$ cat config.mk
export PLATFORM = sky130hd
export DESIGN_NAME = mem_fetch_unit
export DESIGN_NICKNAME = d
export VERILOG_FILES = /design/src/rtl/basic_comp_pkg.sv /design/src/rtl/mem_fetch_unit.sv
export SDC_FILE = /design/constraint.sdc
export NUM_CORES = 1
export LEC_CHECK = 0
export BUFFER_PORTS_ARGS = -buffer_cell sky130_fd_sc_hd__buf_2
export CORE_MARGIN = 2
export CORE_UTILIZATION = 35
export DETAILED_ROUTE_END_ITERATION = 8
export PLACE_DENSITY = 0.62
export SYNTH_ARGS = -nofsm -noshare
export SYNTH_HDL_FRONTEND = slang
export SYNTH_SLANG_ARGS = --single-unit
$ cat constraint.sdc
create_clock -name clk -period 1.9 [get_ports clk]
set_clock_uncertainty 0.1 [all_clocks]
set_input_delay 0.475 -clock clk [delete_from_list [all_inputs] [get_ports clk]]
set_output_delay 0.475 -clock clk [all_outputs]
set_load 0.05 [all_outputs]
$ cat src/rtl/basic_comp_pkg.sv
// Shared constants for the basic-computer memory fetch path: widths, opcodes, FSM encoding.
package basic_comp_pkg;

  localparam int BC_AW = 12;
  localparam int BC_DW = 16;

  localparam logic [2:0] OP_AND = 3'd0;
  localparam logic [2:0] OP_ADD = 3'd1;
  localparam logic [2:0] OP_LDA = 3'd2;
  localparam logic [2:0] OP_STA = 3'd3;
  localparam logic [2:0] OP_BUN = 3'd4;
  localparam logic [2:0] OP_BSA = 3'd5;
  localparam logic [2:0] OP_ISZ = 3'd6;
  localparam logic [2:0] OP_REG = 3'd7;

  typedef logic [2:0] state_t;

  localparam state_t ST_IDLE   = 3'd0;
  localparam state_t ST_FETCH  = 3'd1;
  localparam state_t ST_INDIR  = 3'd2;
  localparam state_t ST_ACCESS = 3'd3;
  localparam state_t ST_RESP   = 3'd4;

  // Memory-reference opcodes that touch M[EA] after address resolution.
  function automatic logic needs_access(input logic [2:0] op);
    return (op == OP_AND) || (op == OP_ADD) || (op == OP_LDA) ||
           (op == OP_STA) || (op == OP_ISZ);
  endfunction

endpackage

$ cat src/rtl/mem_fetch_unit.sv
// Memory-port initiator: fetches IR at PC, resolves direct/indirect EA, then reads
// the operand or stores the supplied word, and hands the result over valid/ready.
//
//  state  | meaning
//  IDLE   | req_ready=1, waiting for a request
//  FETCH  | mem_addr=PC, capture IR and direct EA
//  INDIR  | mem_addr=EA, replace EA with pointer word
//  ACCESS | mem_addr=EA, read operand or write STA data
//  RESP   | rsp_valid=1, hold until rsp_ready
module mem_fetch_unit
  import basic_comp_pkg::*;
#(
  parameter int AW = BC_AW,
  parameter int DW = BC_DW
) (
  input  logic          clk,
  input  logic          rst_n,
  input  logic          req_valid,
  output logic          req_ready,
  input  logic [AW-1:0] req_pc,
  input  logic [DW-1:0] req_data,
  output logic          rsp_valid,
  input  logic          rsp_ready,
  output logic [DW-1:0] rsp_ir,
  output logic [AW-1:0] rsp_ea,
  output logic [DW-1:0] rsp_operand,
  output logic          rsp_indirect,
  output logic [AW-1:0] mem_addr,
  output logic          mem_write,
  output logic [DW-1:0] mem_wdata,
  input  logic [DW-1:0] mem_rdata
);

  state_t        state;
  logic [AW-1:0] pc_q;
  logic [AW-1:0] ea_q;
  logic [DW-1:0] data_q;
  logic [DW-1:0] ir_q;
  logic [DW-1:0] operand_q;
  logic [2:0]    ir_op;
  logic [2:0]    fetch_op;

  assign ir_op    = ir_q[14:12];
  assign fetch_op = mem_rdata[14:12];

  function automatic state_t route(input logic [2:0] op);
    return needs_access(op) ? ST_ACCESS : ST_RESP;
  endfunction

  always_ff @(posedge clk or negedge rst_n) begin
    if (!rst_n) begin
      state     <= ST_IDLE;
      pc_q      <= '0;
      ea_q      <= '0;
      data_q    <= '0;
      ir_q      <= '0;
      operand_q <= '0;
    end else begin
      case (state)
        ST_IDLE: begin
          if (req_valid) begin
            pc_q      <= req_pc;
            data_q    <= req_data;
            operand_q <= '0;
            state     <= ST_FETCH;
          end
        end
        ST_FETCH: begin
          ir_q <= mem_rdata;
          ea_q <= mem_rdata[AW-1:0];
          // Register-reference/IO words carry no address; the I bit means nothing there.
          if (fetch_op == OP_REG)
            state <= ST_RESP;
          else if (mem_rdata[DW-1])
            state <= ST_INDIR;
          else
            state <= route(fetch_op);
        end
        ST_INDIR: begin
          ea_q  <= mem_rdata[AW-1:0];
          state <= route(ir_op);
        end
        ST_ACCESS: begin
          if (ir_op != OP_STA)
            operand_q <= mem_rdata;
          state <= ST_RESP;
        end
        ST_RESP: begin
          if (rsp_ready)
            state <= ST_IDLE;
        end
        default: state <= ST_IDLE;
      endcase
    end
  end

  always_comb begin
    mem_addr = '0;
    case (state)
      ST_FETCH:            mem_addr = pc_q;
      ST_INDIR, ST_ACCESS: mem_addr = ea_q;
      default:             mem_addr = '0;
    endcase
  end

  assign mem_write    = (state == ST_ACCESS) && (ir_op == OP_STA);
  assign mem_wdata    = mem_write ? data_q : '0;
  assign req_ready    = (state == ST_IDLE);
  assign rsp_valid    = (state == ST_RESP);
  assign rsp_ir       = ir_q;
  assign rsp_ea       = ea_q;
  assign rsp_operand  = operand_q;
  assign rsp_indirect = ir_q[DW-1] && (ir_op != OP_REG);

endmodule
==> qor.txt, run 1 <==
=================================================================================================
Run status                                                                           complete, but fails checks
Violations in the final reports                                                      setup timing
Floorplan Core Area                                                                    9280 sq um
Final routed DRC violation total                                                                0
Layout Nets                                                                                   460
Setup WS pre-CTS                                                                       -0.0409 ns
Number of clock sinks seen by CTS                                                              75
Critical-path maximum fanout                                                                   17
Total vias in the final route                                                                2555
Source-to-sink clock delay at the later pin of the worst-skew pair                        0.34 ns
Utilization of the core after routing                                                       0.576
Post-synthesis instance area                                                           3380 sq um
Power per unit of standard cell area                                                 2130 nW/um^2
Register-to-register setup slack                                                         -0.16 ns
Final period util                                                                            1.15
Width of the die                                                                           102 um
Clock slew at the register clock pins of the worst setup and hold paths                   0.08 ns
Yosys warning count                                                                             0
Sum of net half-perimeters after detailed placement                                       5620 um
Final Hold Viols                                                                                0
Critical path endpoint category                                                       output port
Overall track demand over capacity in global routing                                        0.163
Effective utilization at floorplan                                                          0.364
Static Leakage                                                                         0.00278 uW
Maximum resistive drop on vdd                                                             1.28 mV
Via count of the first global-routing pass                                                   2497
Number of placed I/O pins                                                                     124
Leftover overflow at the end of global routing                                                  0
Global placement routability congestion                                                     0.820
Layout Area Growth over Synthesis                                                           58.4%
Average detailed-routed wire length per instance                                          16.2 um
Final Max Tran Viols                                                                            0
Pin count of the biggest net entering global routing                                           76
Hold buffer count at cts                                                                        0
Number of clock buffers inserted by TritonCTS                                                   9
Detailed-router iteration count before antenna repair                                           4
Final setup violating endpoints                                                                59
Buffers on Ports                                                                              123
Tot Pwr                                                                                  11400 uW
Number of rows created at floorplan                                                            35
Average footprint of a synthesized cell                                                13.5 sq um
Count of maximum capacitance violations                                                         0
Crit path kind                                                                       flip-flop to output port
Cells after Synth                                                                             251
Number of nets with antenna violations after detailed routing                                   0
Number of H-tree levels                                                                         3
Post-layout minimum cycle time                                                            2.18 ns
Synthesized flop and latch total                                                               75
Number of distinct library cell variants in the gate-level netlist after synthesis             27
Number of antenna diodes                                                                        0
Routed wire length                                                                        8840 um
Via-to-Cell Ratio                                                                            4.69
Category of the worst setup path launch point                                           flip-flop
Clock tree from TritonCTS                                                                    done
Worst Slack Setup Final                                                                 -0.283 ns
Worst EP arrival                                                                          1.61 ns
Fin Setup TNS                                                                           -10.73 ns
First-pass GRT wire length                                                               13000 um
Die footprint                                                                         10500 sq um
Fraction of layout cells with a size suffix above 1                                         0.675
Vertical die dimension                                                                     102 um
Root buffer cell                                                                     sky130_fd_sc_hd__clkbuf_8
Number of filler instances in the final layout                                                779
Number of antenna violations at the first check in global routing                               0
Headroom to the max-slew limit                                                              0.701
Classification of the worst-slack hold path                                          input pin to asynchronous set/reset pin
Worst path required time                                                                  1.32 ns
Peak Freq                                                                               0.458 GHz
Number of buffers between clock root and the deepest sink                                       2
Unrepaired setup endpoints after global routing                                               yes
Register area share after synthesis                                                         0.556
Initial DRC Count                                                                              56
Worst slew pin tran                                                                      0.437 ns
Synthesized net count                                                                         299
=================================================================================================
registers in the layout (all words and copies together) (netlist names):
name	flops
rsp_ir	16
pc_q	12
rsp_ea	12
state	3
rsp_operand	16
data_q	16
cell families (layout without fill, tap and decap cells):
logic type	count (synthesis)	in the layout	share of synthesized area
AO/OA/AOI/OAI	22	22	0.0548
XOR/XNOR	1	1	0.00259
flip-flops	75	75	0.556
buffers and inverters	34	199	0.0507
AND/OR/NAND/NOR	47	47	0.0759
multiplexers	72	72	0.260
Yosys cell counts:
cell type	n	share of area
sky130_fd_sc_hd__nor4_2	1	0.0037
sky130_fd_sc_hd__a21o_1	1	0.0022
sky130_fd_sc_hd__o2111ai_2	1	0.0044
sky130_fd_sc_hd__buf_2	5	0.0074
sky130_fd_sc_hd__o21ai_0	1	0.0015
sky130_fd_sc_hd__nand2_1	17	0.019
sky130_fd_sc_hd__a2111oi_0	2	0.0052
sky130_fd_sc_hd__mux2_2	31	0.10
sky130_fd_sc_hd__nand2b_1	4	0.0074
sky130_fd_sc_hd__nor2b_1	1	0.0019
sky130_fd_sc_hd__a31oi_1	3	0.0056
sky130_fd_sc_hd__nand3_1	1	0.0015
sky130_fd_sc_hd__a22o_1	12	0.031
sky130_fd_sc_hd__buf_6	5	0.017
sky130_fd_sc_hd__inv_1	20	0.022
sky130_fd_sc_hd__o21a_1	1	0.0022
sky130_fd_sc_hd__dfrtp_1	75	0.56
sky130_fd_sc_hd__xnor2_1	1	0.0026
sky130_fd_sc_hd__mux2_4	24	0.11
sky130_fd_sc_hd__or4b_4	1	0.0041
sky130_fd_sc_hd__nor2_1	3	0.0033
sky130_fd_sc_hd__mux2i_1	17	0.050
sky130_fd_sc_hd__a311oi_1	1	0.0026
sky130_fd_sc_hd__nor4b_1	1	0.0026
sky130_fd_sc_hd__nor3_1	2	0.0030
sky130_fd_sc_hd__clkbuf_1	4	0.0044
sky130_fd_sc_hd__and2_1	16	0.030
report_power, final:
part / internal [uW] / switching (uW) / total (uW)
Combinational: 2940 / 4020 / 6950
Sequential: 2430 / 545 / 2970
Clock: 905 / 584 / 1490
what timing repair did:
item                       CTS  global route
pin swaps                    1            18
gates cloned                 2             3
resized for setup           85            47
setup buffers                5            14
setup endpoints to repair   33            85
critical path, stage by stage, from the launching register on:
cell	delay (ns)
sky130_fd_sc_hd__dfrtp_1	0.38
sky130_fd_sc_hd__inv_2	0.06
sky130_fd_sc_hd__nor4_4	0.32
sky130_fd_sc_hd__buf_12	0.18
sky130_fd_sc_hd__and2_2	0.17
sky130_fd_sc_hd__buf_8	0.15
worst paths after layout:
check | from | to | cells past startpoint
worst max-delay path | state[1]$_DFFE_PN0P_ | mem_wdata[4] | 5
worst min-delay path | rst_n | rsp_ir[13]$_DFFE_PN0N_ | 2
worst max register to register | state[0]$_DFFE_PN0P_ | data_q[3]$_DFFE_PN0P_ | 6
worst min register to register | data_q[2]$_DFFE_PN0P_ | data_q[2]$_DFFE_PN0P_ | 1
max in group asynchronous | rst_n | rsp_ir[14]$_DFFE_PN0N_ | 2
min in group clk | req_pc[0] | pc_q[0]$_DFFE_PN0P_ | 2
per-stage QoR:
stage                     instances  area (sq um)  hold slack [ns]
after CTS                       534          5110           0.0515
final                           545          5350           0.0575
after global placement          512          4480            0.379
after floorplan                 251          3550           0.0794
after global routing            545          5350           0.0683
after detailed placement        512          4480            0.384
cell usage in the layout, fill, tap and decap left out, drive strengths merged, types with 2 or more instances in the layout:
cell type,n
a22o,12
and2,16
nor2,3
dfrtp,75
mux2i,17
inv,20
a31oi,3
bufinv,3
clkbuf,14
nor3,2
buf,161
nand2b,4
nand2,17
a2111oi,2
mux2,55
cell type report:
cell class,count,area (sq um),area share
flip-flops and latches,75,1880,0.351
multi-input cells,142,1560,0.291
repair buffers,164,1440,0.269
well taps,129,161,0.0302
clock buffers,11,141,0.0264
clock inverters,4,98.8,0.0185
inverters,20,75.1,0.0140
layer usage:
metal,wire length [um],share of wire,global-route usage,vias to the layer above
met5,0,0,0,-
met3,463,0.052,0.0335,13
met1,3930,0.44,0.216,1276
met2,4310,0.49,0.265,78
li1,-,-,-,1188
met4,147,0.017,0.0585,0
No activity file was read; power rests on OpenSTA's default activity.
==> run 2, diff against run 1 <==
--- a/config.mk
+++ b/config.mk
@@ -5,11 +5,12 @@
 export SDC_FILE = /design/constraint.sdc
 export NUM_CORES = 1
 export LEC_CHECK = 0
-export BUFFER_PORTS_ARGS = -buffer_cell sky130_fd_sc_hd__buf_2
-export CORE_MARGIN = 2
+export CORE_MARGIN = 3
 export CORE_UTILIZATION = 35
+export CTS_CLUSTER_SIZE = 10
 export DETAILED_ROUTE_END_ITERATION = 8
-export PLACE_DENSITY = 0.62
+export DONT_BUFFER_PORTS = 1
+export PLACE_DENSITY = 0.51
 export SYNTH_ARGS = -nofsm -noshare
 export SYNTH_HDL_FRONTEND = slang
 export SYNTH_SLANG_ARGS = --single-unit
==> run 2 against run 1 <==
The flow finishes with violations (hold timing, setup timing). Utilization down 9.5 points. Sequential cell count unchanged. Register-to-register slack better by 0.09 ns.
==> qor.txt, run 2 (synthesis results as in run 1) <==
======================================================================================
Number of H-tree levels                                                              3   unchanged
Leftover overflow at the end of global routing                                       0   unchanged
Category of the worst setup path launch point                                flip-flop
Count of maximum capacitance violations                                              0   unchanged
Routed wire length                                                             8160 um   -7.7%
Chain of cells forming the critical path                                  nand2b_4 > nor4_4 > buf_6 > buf_12 > and2_4 > buf_12
Launching point of the worst reg2reg path                                 state[2]$_DFFE_PN0P_
Unrepaired setup endpoints after global routing                                    yes
Worst slew pin tran                                                           0.537 ns   +0.0998 ns
Root buffer cell                                                          sky130_fd_sc_hd__clkbuf_8
Worst path required time                                                       1.32 ns   about the same
Final setup violating endpoints                                                     64   +8.5%
Violations in the final reports                                           hold timing, setup timing
Sum of net half-perimeters after detailed placement                            5450 um   -3.0%
Utilization of the core after routing                                            0.482   -0.0946
Average detailed-routed wire length per instance                               18.8 um   +16%
Library cell appearing most often on the critical path                    sky130_fd_sc_hd__buf_12
Layout Nets                                                                        347   -25%
Vertical die dimension                                                          104 um   +2.0%
Final worst hold slack                                                       -0.288 ns   -0.346 ns
Pin count of the biggest net entering global routing                                76   unchanged
Number of placed I/O pins                                                          124   unchanged
Number of antenna diodes                                                             0   unchanged
Register-to-register setup slack                                              -0.07 ns   +0.09 ns
Classification of the worst-slack hold path                               input pin to asynchronous set/reset pin
Layout Area Growth over Synthesis                                                33.0%
Number of rows created at floorplan                                                 35   unchanged
Largest stage delay, worst path                                                0.38 ns   about the same
Final routed DRC violation total                                                     0   unchanged
Die footprint                                                              10900 sq um   +4.0%
Number of antenna violations at the first check in global routing                    0   unchanged
Critical-path maximum fanout                                                         5   -12
Commonest non-fill, non-tap cell in the layout                            sky130_fd_sc_hd__dfrtp_1
Worst path slowest cell                                                   sky130_fd_sc_hd__dfrtp_1
Most frequent cells in the layout                                         71 x sky130_fd_sc_hd__dfrtp_1, 31 x sky130_fd_sc_hd__mux2_2, 28 x sky130_fd_sc_hd__buf_4
Run status                                                                complete, but fails checks
Fin Setup TNS                                                                 -9.37 ns   +1.36 ns
Worst EP arrival                                                               1.67 ns   +0.06 ns
Peak Freq                                                                    0.445 GHz   -2.8%
Initial DRC Count                                                                   41   -27%
Overall track demand over capacity in global routing                             0.155   -0.00748
Detailed-router iteration count before antenna repair                                4   unchanged
Floorplan Core Area                                                         9330 sq um   +0.47%
Number of clock buffers inserted by TritonCTS                                        9   unchanged
Via count of the first global-routing pass                                        2300   -7.9%
Total vias in the final route                                                     2074   -19%
Headroom to the max-slew limit                                                   0.633   -0.0683
Final Hold Viols                                                                    75   +75
Endpoint of the worst register-to-register path                           data_q[14]$_DFFE_PN0P_
Via-to-Cell Ratio                                                                 4.79   +2.2%
Fraction of layout cells with a size suffix above 1                              0.543   -0.133
Buffers on Ports                                                                     0   -100%
Post-layout minimum cycle time                                                 2.25 ns   +0.0637 ns
Width of the die                                                                104 um   +2.0%
Critical path endpoint category                                            output port
Worst Slack Setup Final                                                      -0.346 ns   -0.0637 ns
Number of nets with antenna violations after detailed routing                        0   unchanged
Clock tree from TritonCTS                                                         done
Source-to-sink clock delay at the later pin of the worst-skew pair             0.35 ns   about the same
Setup WS pre-CTS                                                             -0.256 ns   -0.215 ns
Effective utilization at floorplan                                               0.362   -0.00171
Number of clock sinks seen by CTS                                                   75   unchanged
Crit path kind                                                            flip-flop to output port
Number of cells on the worst reg-to-reg path                                         5   -1
Number of buffers between clock root and the deepest sink                            2   unchanged
Clock slew at the register clock pins of the worst setup and hold paths        0.08 ns   about the same
Final Max Tran Viols                                                                 0   unchanged
Global placement routability congestion                                          0.751   -8.5%
Final period util                                                                 1.18   +0.0336
First-pass GRT wire length                                                    13200 um   +1.8%
======================================================================================
[run 2: area by class of cell]
cell class / count / area, sq um
clock buffer: 11 / 151
clock inverter: 5 / 60.1
fill: 814 / 4830
inverter: 20 / 75.1
multi-input combinational: 142 / 1550
sequential: 75 / 1880
tap: 129 / 161
timing repair buffer: 51 / 612
[run 2: worst max-delay path, delay by kind of cell, from the launching register on]
family	cells	cell delay, ns
DFF	1	0.38
and+or+nand+nor	3	0.54
buffers and inverters	3	0.41
[run 2: metrics by stage]
step,cell area [sq um],cells
detailed placement,4000,403
finish,4490,433
CTS,4440,429
floorplan,3550,251
global placement,4000,403
global route,4490,433
[run 2: per-layer routing]
layer | global-route usage | share of wire | vias up | routed length [um]
met2 | 0.254 | 0.49 | 65 | 4000
li1 | - | - | 957 | -
met1 | 0.192 | 0.43 | 1045 | 3490
met5 | 0 | 0 | - | 0
met3 | 0.0503 | 0.070 | 7 | 572
met4 | 0.0570 | 0.013 | 0 | 104
[run 2: timing repair]
| action | 4_1_cts | 5_1_grt |
|---|---|---|
| setup endpoints to repair | 32 | 60 |
| hold endpoints to repair | 75 | 75 |
| gates resized for setup | 29 | 3 |
| cloned | 2 | 2 |
| pin swaps | 21 | 4 |
| buffers inserted | 8 | 3 |
[run 2: worst max path at each step]
| stage | from | endpoint | slack (ns) | depth (start not counted) |
|---|---|---|---|---|
| 3_3_place_gp | state[2]$_DFFE_PN0P_ | mem_addr[1] | -0.25 | 3 |
| 4_1_cts | rsp_ir[13]$_DFFE_PN0N_ | mem_wdata[15] | -0.36 | 6 |
| 3_5_place_dp | state[2]$_DFFE_PN0P_ | mem_addr[1] | -0.26 | 3 |
| 6_report | state[2]$_DFFE_PN0P_ | mem_wdata[15] | -0.35 | 6 |
| 5_1_grt | state[2]$_DFFE_PN0P_ | mem_wdata[15] | -0.43 | 6 |
| 2_1_floorplan | state[1]$_DFFE_PN0P_ | req_ready | -0.29 | 2 |
Power of run 2 is left out: the tool's default activity adds up to more than one toggle a clock period on the data nets, which glitch-free logic cannot reach.
